$ cat src/rtl/alu_serial.sv
// Multi-cycle NOR/XOR/ADD/SUB unit that walks WIDTH-bit operands SLICE bits per clock, LSB first,
// carrying between chunks and reporting carry, signed-overflow and zero flags on a done pulse.
module alu_serial #(
  parameter int WIDTH = 8,
  parameter int SLICE = 1
) (
  input  logic             clk,
  input  logic             rst_n,
  input  logic             start,
  input  logic [1:0]       op,
  input  logic [WIDTH-1:0] a,
  input  logic [WIDTH-1:0] b,
  output logic             busy,
  output logic             done,
  output logic [WIDTH-1:0] result,
  output logic             cout,
  output logic             ovf,
  output logic             zero
);

  localparam int N  = WIDTH / SLICE;
  localparam int CW = (N > 1) ? $clog2(N) : 1;

  generate
    if (WIDTH < 2 || (WIDTH % SLICE) != 0) begin : g_bad_params
      $error("alu_serial: WIDTH must be >= 2 and a multiple of SLICE");
    end
  endgenerate

  typedef enum logic [1:0] {OP_NOR = 2'b00, OP_XOR = 2'b01, OP_ADD = 2'b10, OP_SUB = 2'b11} op_e;
  typedef enum logic {S_IDLE, S_RUN} state_e;

  state_e           state_q, state_d;
  op_e              op_q, op_d;
  logic [WIDTH-1:0] a_q, a_d, b_q, b_d;
  logic [WIDTH-1:0] acc_q, acc_d, result_q, result_d;
  logic [CW-1:0]    idx_q, idx_d;
  logic             carry_q, carry_d, nz_q, nz_d;
  logic             done_q, done_d, cout_q, cout_d, ovf_q, ovf_d, zero_q, zero_d;

  logic [SLICE-1:0] a_c, b_c, b_eff, chunk;
  logic [SLICE:0]   sum;
  logic             arith, last, msb_cin;

  always_comb begin
    // NOTE: every signal gets a default before any branch, so no path can infer a latch.
    state_d  = state_q;
    op_d     = op_q;
    a_d      = a_q;
    b_d      = b_q;
    acc_d    = acc_q;
    result_d = result_q;
    idx_d    = idx_q;
    carry_d  = carry_q;
    nz_d     = nz_q;
    done_d   = 1'b0;
    cout_d   = cout_q;
    ovf_d    = ovf_q;
    zero_d   = zero_q;

    // Operands are shifted right each chunk, so the current chunk is always the low SLICE bits.
    a_c     = a_q[SLICE-1:0];
    b_c     = b_q[SLICE-1:0];
    arith   = (op_q == OP_ADD) || (op_q == OP_SUB);
    b_eff   = (op_q == OP_SUB) ? ~b_c : b_c;
    sum     = {1'b0, a_c} + {1'b0, b_eff} + {{SLICE{1'b0}}, carry_q};
    msb_cin = a_c[SLICE-1] ^ b_eff[SLICE-1] ^ sum[SLICE-1];
    last    = (idx_q == CW'(N - 1));

    unique case (op_q)
      OP_NOR:  chunk = ~(a_c | b_c);
      OP_XOR:  chunk = a_c ^ b_c;
      default: chunk = sum[SLICE-1:0];
    endcase

    unique case (state_q)
      S_IDLE: begin
        if (start) begin
          state_d = S_RUN;
          a_d     = a;
          b_d     = b;
          op_d    = op_e'(op);
          idx_d   = '0;
          carry_d = (op == OP_SUB);
          nz_d    = 1'b0;
          acc_d   = '0;
        end
      end
      S_RUN: begin
        a_d     = a_q >> SLICE;
        b_d     = b_q >> SLICE;
        acc_d   = (acc_q >> SLICE) | (WIDTH'(chunk) << (WIDTH - SLICE));
        carry_d = arith & sum[SLICE];
        nz_d    = nz_q | (|chunk);
        idx_d   = idx_q + CW'(1);
        if (last) begin
          state_d  = S_IDLE;
          done_d   = 1'b1;
          result_d = acc_d;
          cout_d   = carry_d;
          ovf_d    = arith & (msb_cin ^ sum[SLICE]);
          zero_d   = ~nz_d;
        end
      end
      default: state_d = S_IDLE;
    endcase
  end

  // NOTE: state registers use non-blocking assignments so every flop samples pre-edge values.
  always_ff @(posedge clk or negedge rst_n) begin
    if (!rst_n) begin
      state_q  <= S_IDLE;
      op_q     <= OP_NOR;
      a_q      <= '0;
      b_q      <= '0;
      acc_q    <= '0;
      result_q <= '0;
      idx_q    <= '0;
      carry_q  <= 1'b0;
      nz_q     <= 1'b0;
      done_q   <= 1'b0;
      cout_q   <= 1'b0;
      ovf_q    <= 1'b0;
      zero_q   <= 1'b0;
    end else begin
      state_q  <= state_d;
      op_q     <= op_d;
      a_q      <= a_d;
      b_q      <= b_d;
      acc_q    <= acc_d;
      result_q <= result_d;
      idx_q    <= idx_d;
      carry_q  <= carry_d;
      nz_q     <= nz_d;
      done_q   <= done_d;
      cout_q   <= cout_d;
      ovf_q    <= ovf_d;
      zero_q   <= zero_d;
    end
  end

  assign busy   = (state_q == S_RUN);
  assign done   = done_q;
  assign result = result_q;
  assign cout   = cout_q;
  assign ovf    = ovf_q;
  assign zero   = zero_q;

endmodule

$ cat config.mk
export PLATFORM = sky130hd
export DESIGN_NAME = alu_serial
export DESIGN_NICKNAME = d
export VERILOG_FILES = /design/src/rtl/alu_serial.sv
export SDC_FILE = /design/constraint.sdc
export NUM_CORES = 1
export LEC_CHECK = 0
export BUFFER_PORTS_ARGS = -buffer_cell sky130_fd_sc_hd__buf_2
export CAP_MARGIN = 20
export CORE_UTILIZATION = 55
export DETAILED_ROUTE_END_ITERATION = 6
export PLACE_DENSITY = 0.88
export SLEW_MARGIN = 20
export SYNTH_ARGS = -nofsm -noshare
export SYNTH_HDL_FRONTEND = slang
export SYNTH_SLANG_ARGS = --single-unit
$ cat constraint.sdc
create_clock -name clk -period 2 [get_ports clk]
set_input_delay 0.1 -clock clk [delete_from_list [all_inputs] [get_ports clk]]
set_output_delay 0.1 -clock clk [all_outputs]
set_load 0.01 [all_outputs]
; ---- Word-level counts from Yosys, hierarchy flattened
; Cells that the tools add are included.
[totals]
register_bits = 44
latch_bits = 0
ramBits = 0
romBits = 0
in_bits = 21
output_inout_bits = 13
word_cells = 58
n_memories = 0
[op_classes]
n_addsub = 3
multipliers = 0
n_div = 0
order_cmp = 0
eq_ne = 6
n_shift = 0
mux = 19
bitwise = 13
n_reduce_logical = 4
[ops]
columns = op, count
row1 = one-hot mux 8 bit (2 select lines), 3
row2 = two-way mux 8 bit, 3
row3 = bitwise OR 7 x 8 -> 8 bit, 1
row4 = one-hot mux 1 bit (2 select lines), 4
row5 = two-way mux 1 bit, 7
row6 = "equality test 2 bit, second input constant", 3
row7 = one-hot mux 3 bit (2 select lines), 1
row8 = NOT 1 bit, 4
row9 = AND reduction 2 bit, 2
row10 = bitwise XOR 1 bit, 4
row11 = "adder 3 x 1 -> 3 bit, second input constant", 1
row12 = "equality test 3 bit, second input constant", 1
row13 = two-way mux 3 bit, 1
row14 = adder 1 x 1 -> 2 bit, 1
row15 = adder 2 x 1 -> 2 bit, 1
row16 = bitwise AND 1 bit, 2
row17 = "equality test 2 x 1 -> 1 bit, second input constant", 1
row18 = zero test 2 bit, 1
row19 = "!= test 2 bit, second input constant", 1
row20 = bitwise OR 1 bit, 2
row21 = logical OR 1 bit, 1

; ---- Depth between registers and ports, before layout
[depth]
ltp_word = 7
ltp_mapped = 6
depth_no_buf = 5

; ---- Worst setup path after synthesis
; Ideal clock, no wire load.
[synth_path]
path_kind = reg2reg
from = register op_q[0]
to = register result_q[7] (netlist: result[7])
setup_ns = 0.125
arrival_time_ns = 1.376
setup_slack_ns = 0.500
stages_incl_launch_ff = 6
period_less_slack_ns = 1.500
cell_sequence = dfrtp_1 -> nand2_1 -> xnor2_1 -> fa_1 -> mux2i_2 -> mux2_2
[synth_via]
elab_chain_len = 6
[synth_lines]
columns = item, line_no
row1 = from (decl), 34  ; op_e op_q, op_d;
row2 = from (signal assigned), 127  ; op_q <= op_d;
row3 = equality test 2 bit, 65  ; b_eff = (op_q == OP_SUB) ? ~b_c : b_c;
row4 = two-way mux 1 bit, 65
row5 = adder 1 x 1 -> 2 bit, 66  ; sum = {1'b0, a_c} + {1'b0, b_eff} + {{SLICE{1'b0}}, carry_q};
row6 = adder 2 x 1 -> 2 bit, 66
row7 = one-hot mux 1 bit (2 select lines) (*), 70  ; unique case (op_q)
row8 = bitwise OR 7 x 8 -> 8 bit (*), 92  ; acc_d = (acc_q >> SLICE) | (WIDTH'(chunk) << (WIDTH - SLICE));
row9 = to (signal assigned), 131  ; result_q <= result_d;
row10 = to (decl), 36  ; logic [WIDTH-1:0] acc_q, acc_d, result_q, result_d;
; Every way passes the cells marked *; elsewhere a longest branch is shown, timed or not.
; A chain may end at the register's enable or synchronous reset.

; ---- Worst setup path in the final report
[layout_path]
from = register op_q[1]
to = register result_q[7] (netlist: result[7])
; Same word-level chain as after synthesis.

==> results by group <==
Power and ir drop
  • Logic pwr share: 38.1%
  • Part of the power in registers: 45.1%
  • Lkg Pwr: 1.14 nW
  • Design Power: 3.26 mW
  • P_sw: 1.14 mW
  • Net Sw Frac: 35.0%
  • Internal Power: 2.12 mW
  • Clock Power Share: 16.8%
  • Maximum VDD drop: 0.862 mV
  • PD cells: 1450 nW/um^2

Clock tree
  • Clock Pin Slew Worst Setup and Hold Paths: 0.13 ns
  • Setup repair bufs after CTS: 0
  • Worst-Skew Late Latency: 0.35 ns
  • CTS sink cnt: 43
  • # resized after CTS: 0
  • Clock root buffer: clkbuf_4
  • Cts bufs inserted: 5
  • CTS tree: yes
  • CTS Hold Bufs: 4
  • H-tree depth: 2
  • Clock Tree Buf Depth: 2

Detailed routing
  • Pre-antenna DRT Iters: 4
  • Initial DRC Count: 32
  • Vias per cell: 5.25
  • Post-Route WL: 3350 microns
  • Via count: 1,296
  • DR WL/cell: 13.5 microns
  • DRC viols: 0
  • Antenna Violating Nets Remaining: 0

Final layout
  • Antenna cell count: 0
  • Final Core Density: 67.0%
  • Fillcell total: 291
  • Area Overhead vs Synth: 15.7%
  • Share of layout cells above drive strength 1: 29.9%
  • Design area: 2250 sq um
  • Finished Layout Cells: 247
  • Nets: 226

Timing
  • Fin crit period: 1.57 ns
  • Slew Viols, Final: 0
  • Hold Vio Cnt, Final: 0
  • Crit share post-route: 78.3%
  • RSZ-0062 raised after global routing: no
  • Setup TNS Final: 0 ns
  • Max Freq: 639 MHz
  • Slew Limit Headroom: 73.2%
  • Worst Skew: 0.00487 ns
  • Worst Tran Pin Value: 0.402 ns
  • # setup viols final: 0

Synthesis
  • Synth warnings: 0
  • Post-Synthesis Cells: 162
  • Synth top area share: 55.2%
  • Syn Nets: 188
  • Unique cell type count in the Yosys netlist: 29
  • Post-synth top area cell: dfrtp_1
  • Syn avg cell area: 12.0 sq um
  • Sequential area share after synthesis: 55.2%
  • Synthesized flop and latch total: 43
  • Top post-synthesis cells by area: dfrtp_1 (55%), mux2i_1 (9.8%), o21ai_0 (5.1%)
  • Mapped Area: 1950 sq um

Placed design
  • Placed cells: 235
  • # port buffers: 33
  • Placed Area: 2130 sq um
  • Routability cong.: 0.737
  • Post-DP HPWL: 2310 microns

Floorplanning
  • IO Count: 34
  • Core Region: 3360 sq um
  • Starting Density: 57.9%
  • Total Die Area: 3780 sq um
  • Die X: 61.5 microns
  • Die span in y: 61.5 microns
  • Row cnt: 21

Worst setup path
  • CP Launch Type: flip-flop
  • Worst-path fanout max: 4
  • WP data required: 2.26 ns
  • Crit Path Class: reg2reg
  • Crit end category: flip-flop
  • Data arrival time of the worst path: 1.82 ns

Global routing
  • Total grt overflow: 0
  • Largest net degree at the start of global routing: 44
  • GR Util All Layers: 20.4%
  • Initial antenna violation count: 0
  • Number of global-route vias before repair: 1,236
  • Global-route wire length before repair: 5490 microns

Hold path
  • Hold WC Path Type: in2reg

Run
  • Max-Cap Viols: 0

Outcome
  • Outcome: finished, final reports clean
[final timing paths]
path | start | to | slack (ns) | cells after the start
worst max-delay path | op_q[1]$_DFFE_PN0P_ | result[7]$_DFFE_PN0P_ | 0.43 | 5
worst min-delay path | op[1] | op_q[1]$_DFFE_PN0P_ | 0.01 | 2
worst max register to register | op_q[1]$_DFFE_PN0P_ | result[7]$_DFFE_PN0P_ | 0.43 | 5
worst min register to register | ovf$_DFFE_PN0P_ | ovf$_DFFE_PN0P_ | 0.49 | 2
max in group asynchronous | rst_n | b_q[0]$_DFFE_PN0P_ | 1.56 | 3
min in group asynchronous | rst_n | ovf$_DFFE_PN0P_ | 0.25 | 3
[cells by family (layout without fill, tap and decap cells)]
logic type      count (synthesis)  after routing  synth area share, %
buf+inv                        16             55                 5.33
xor+xnor                        3              3                 1.35
compound gates                 31             31                 9.63
simple gates                   34             34                 7.84
mux                            30             30                 17.0
fa+ha+maj                       5              5                 3.60
flops                          43             43                 55.2
[layout by cell type (no fill, tap or decap), types with 3 or more instances in the layout]
cell	count
inv_1	5
o21ai_0	20
buf_2	33
nor2_1	3
o31ai_1	3
nand2_1	23
mux2_4	4
nand2b_1	4
xnor2_1	3
dlygate4sd3_1	4
a22o_1	4
clkbuf_4	5
mux2i_1	19
dfrtp_1	43
buf_4	3
mux2_2	6
ha_1	4
[synthesized netlist by cell type, drive strengths merged]
| library cell | instances |
|---|---|
| a22o | 4 |
| o21ba | 1 |
| nor3b | 1 |
| xnor2 | 3 |
| o21a | 1 |
| a21oi | 1 |
| ha | 4 |
| o31ai | 3 |
| o21ai | 20 |
| mux2 | 10 |
| nor2 | 4 |
| a21o | 1 |
| nand3 | 1 |
| buf | 9 |
| inv | 6 |
| nand2b | 4 |
| mux2i | 20 |
| fa | 1 |
| clkbuf | 1 |
| nand2 | 24 |
| dfrtp | 43 |
[power groups by stage]
stage	Clock [mW]	Combinational [mW]	Sequential, mW
after global routing	0.596	1.41	1.52
after detailed placement	0	1.25	1.49
after global placement	0	1.19	1.47
final	0.548	1.24	1.47
after CTS	0.563	1.26	1.47
after floorplan	0	0.961	1.46
[critical path: stages, from the launching register on]
cell and delay [ns]:
dfrtp_1 0.40, nand2_1 0.08, xnor2_1 0.14, fa_1 0.49, mux2i_2 0.09, mux2_2 0.27
[through the flow]
step | hold WS, ns | setup slack (ns)
final | 0.0107 | 0.434
after global routing | 0.00646 | 0.335
after CTS | 0.00171 | 0.429
after detailed placement | 0.0921 | 0.432
after global placement | 0.0921 | 0.476
after floorplan | -0.196 | 0.500
[final cells by class]
class	instances	area, sq um	share of cell area [%]
Clock buffer	5	37.5	1.67
Multi-Input combinational cell	103	768	34.1
Sequential cell	43	1080	47.8
Timing Repair Buffer	41	248	11.0
Clock inverter	3	43.8	1.94
Inverter	6	22.5	0.999
Tap cell	46	57.6	2.55
[per-layer routing]
layer / routed length (microns) / part of all wire (%) / up-vias / GRT usage, %
li1: - / - / 629 / -
met1: 1530 / 46 / 630 / 26.4
met2: 1630 / 49 / 32 / 33.3
met3: 137 / 4.1 / 5 / 6.30
met4: 46 / 1.4 / 0 / 5.71
met5: 0 / 0 / - / 0
[registers in the layout, summed over array words and instances (netlist names)]
name and cells:
a_q 8, acc_q 7, b_q 8, busy 1, carry_q 1, cout 1
done 1, idx_q 3, nz_q 1, op_q 2, ovf 1, result 8
zero 1
(Power assumes the default switching activity.)
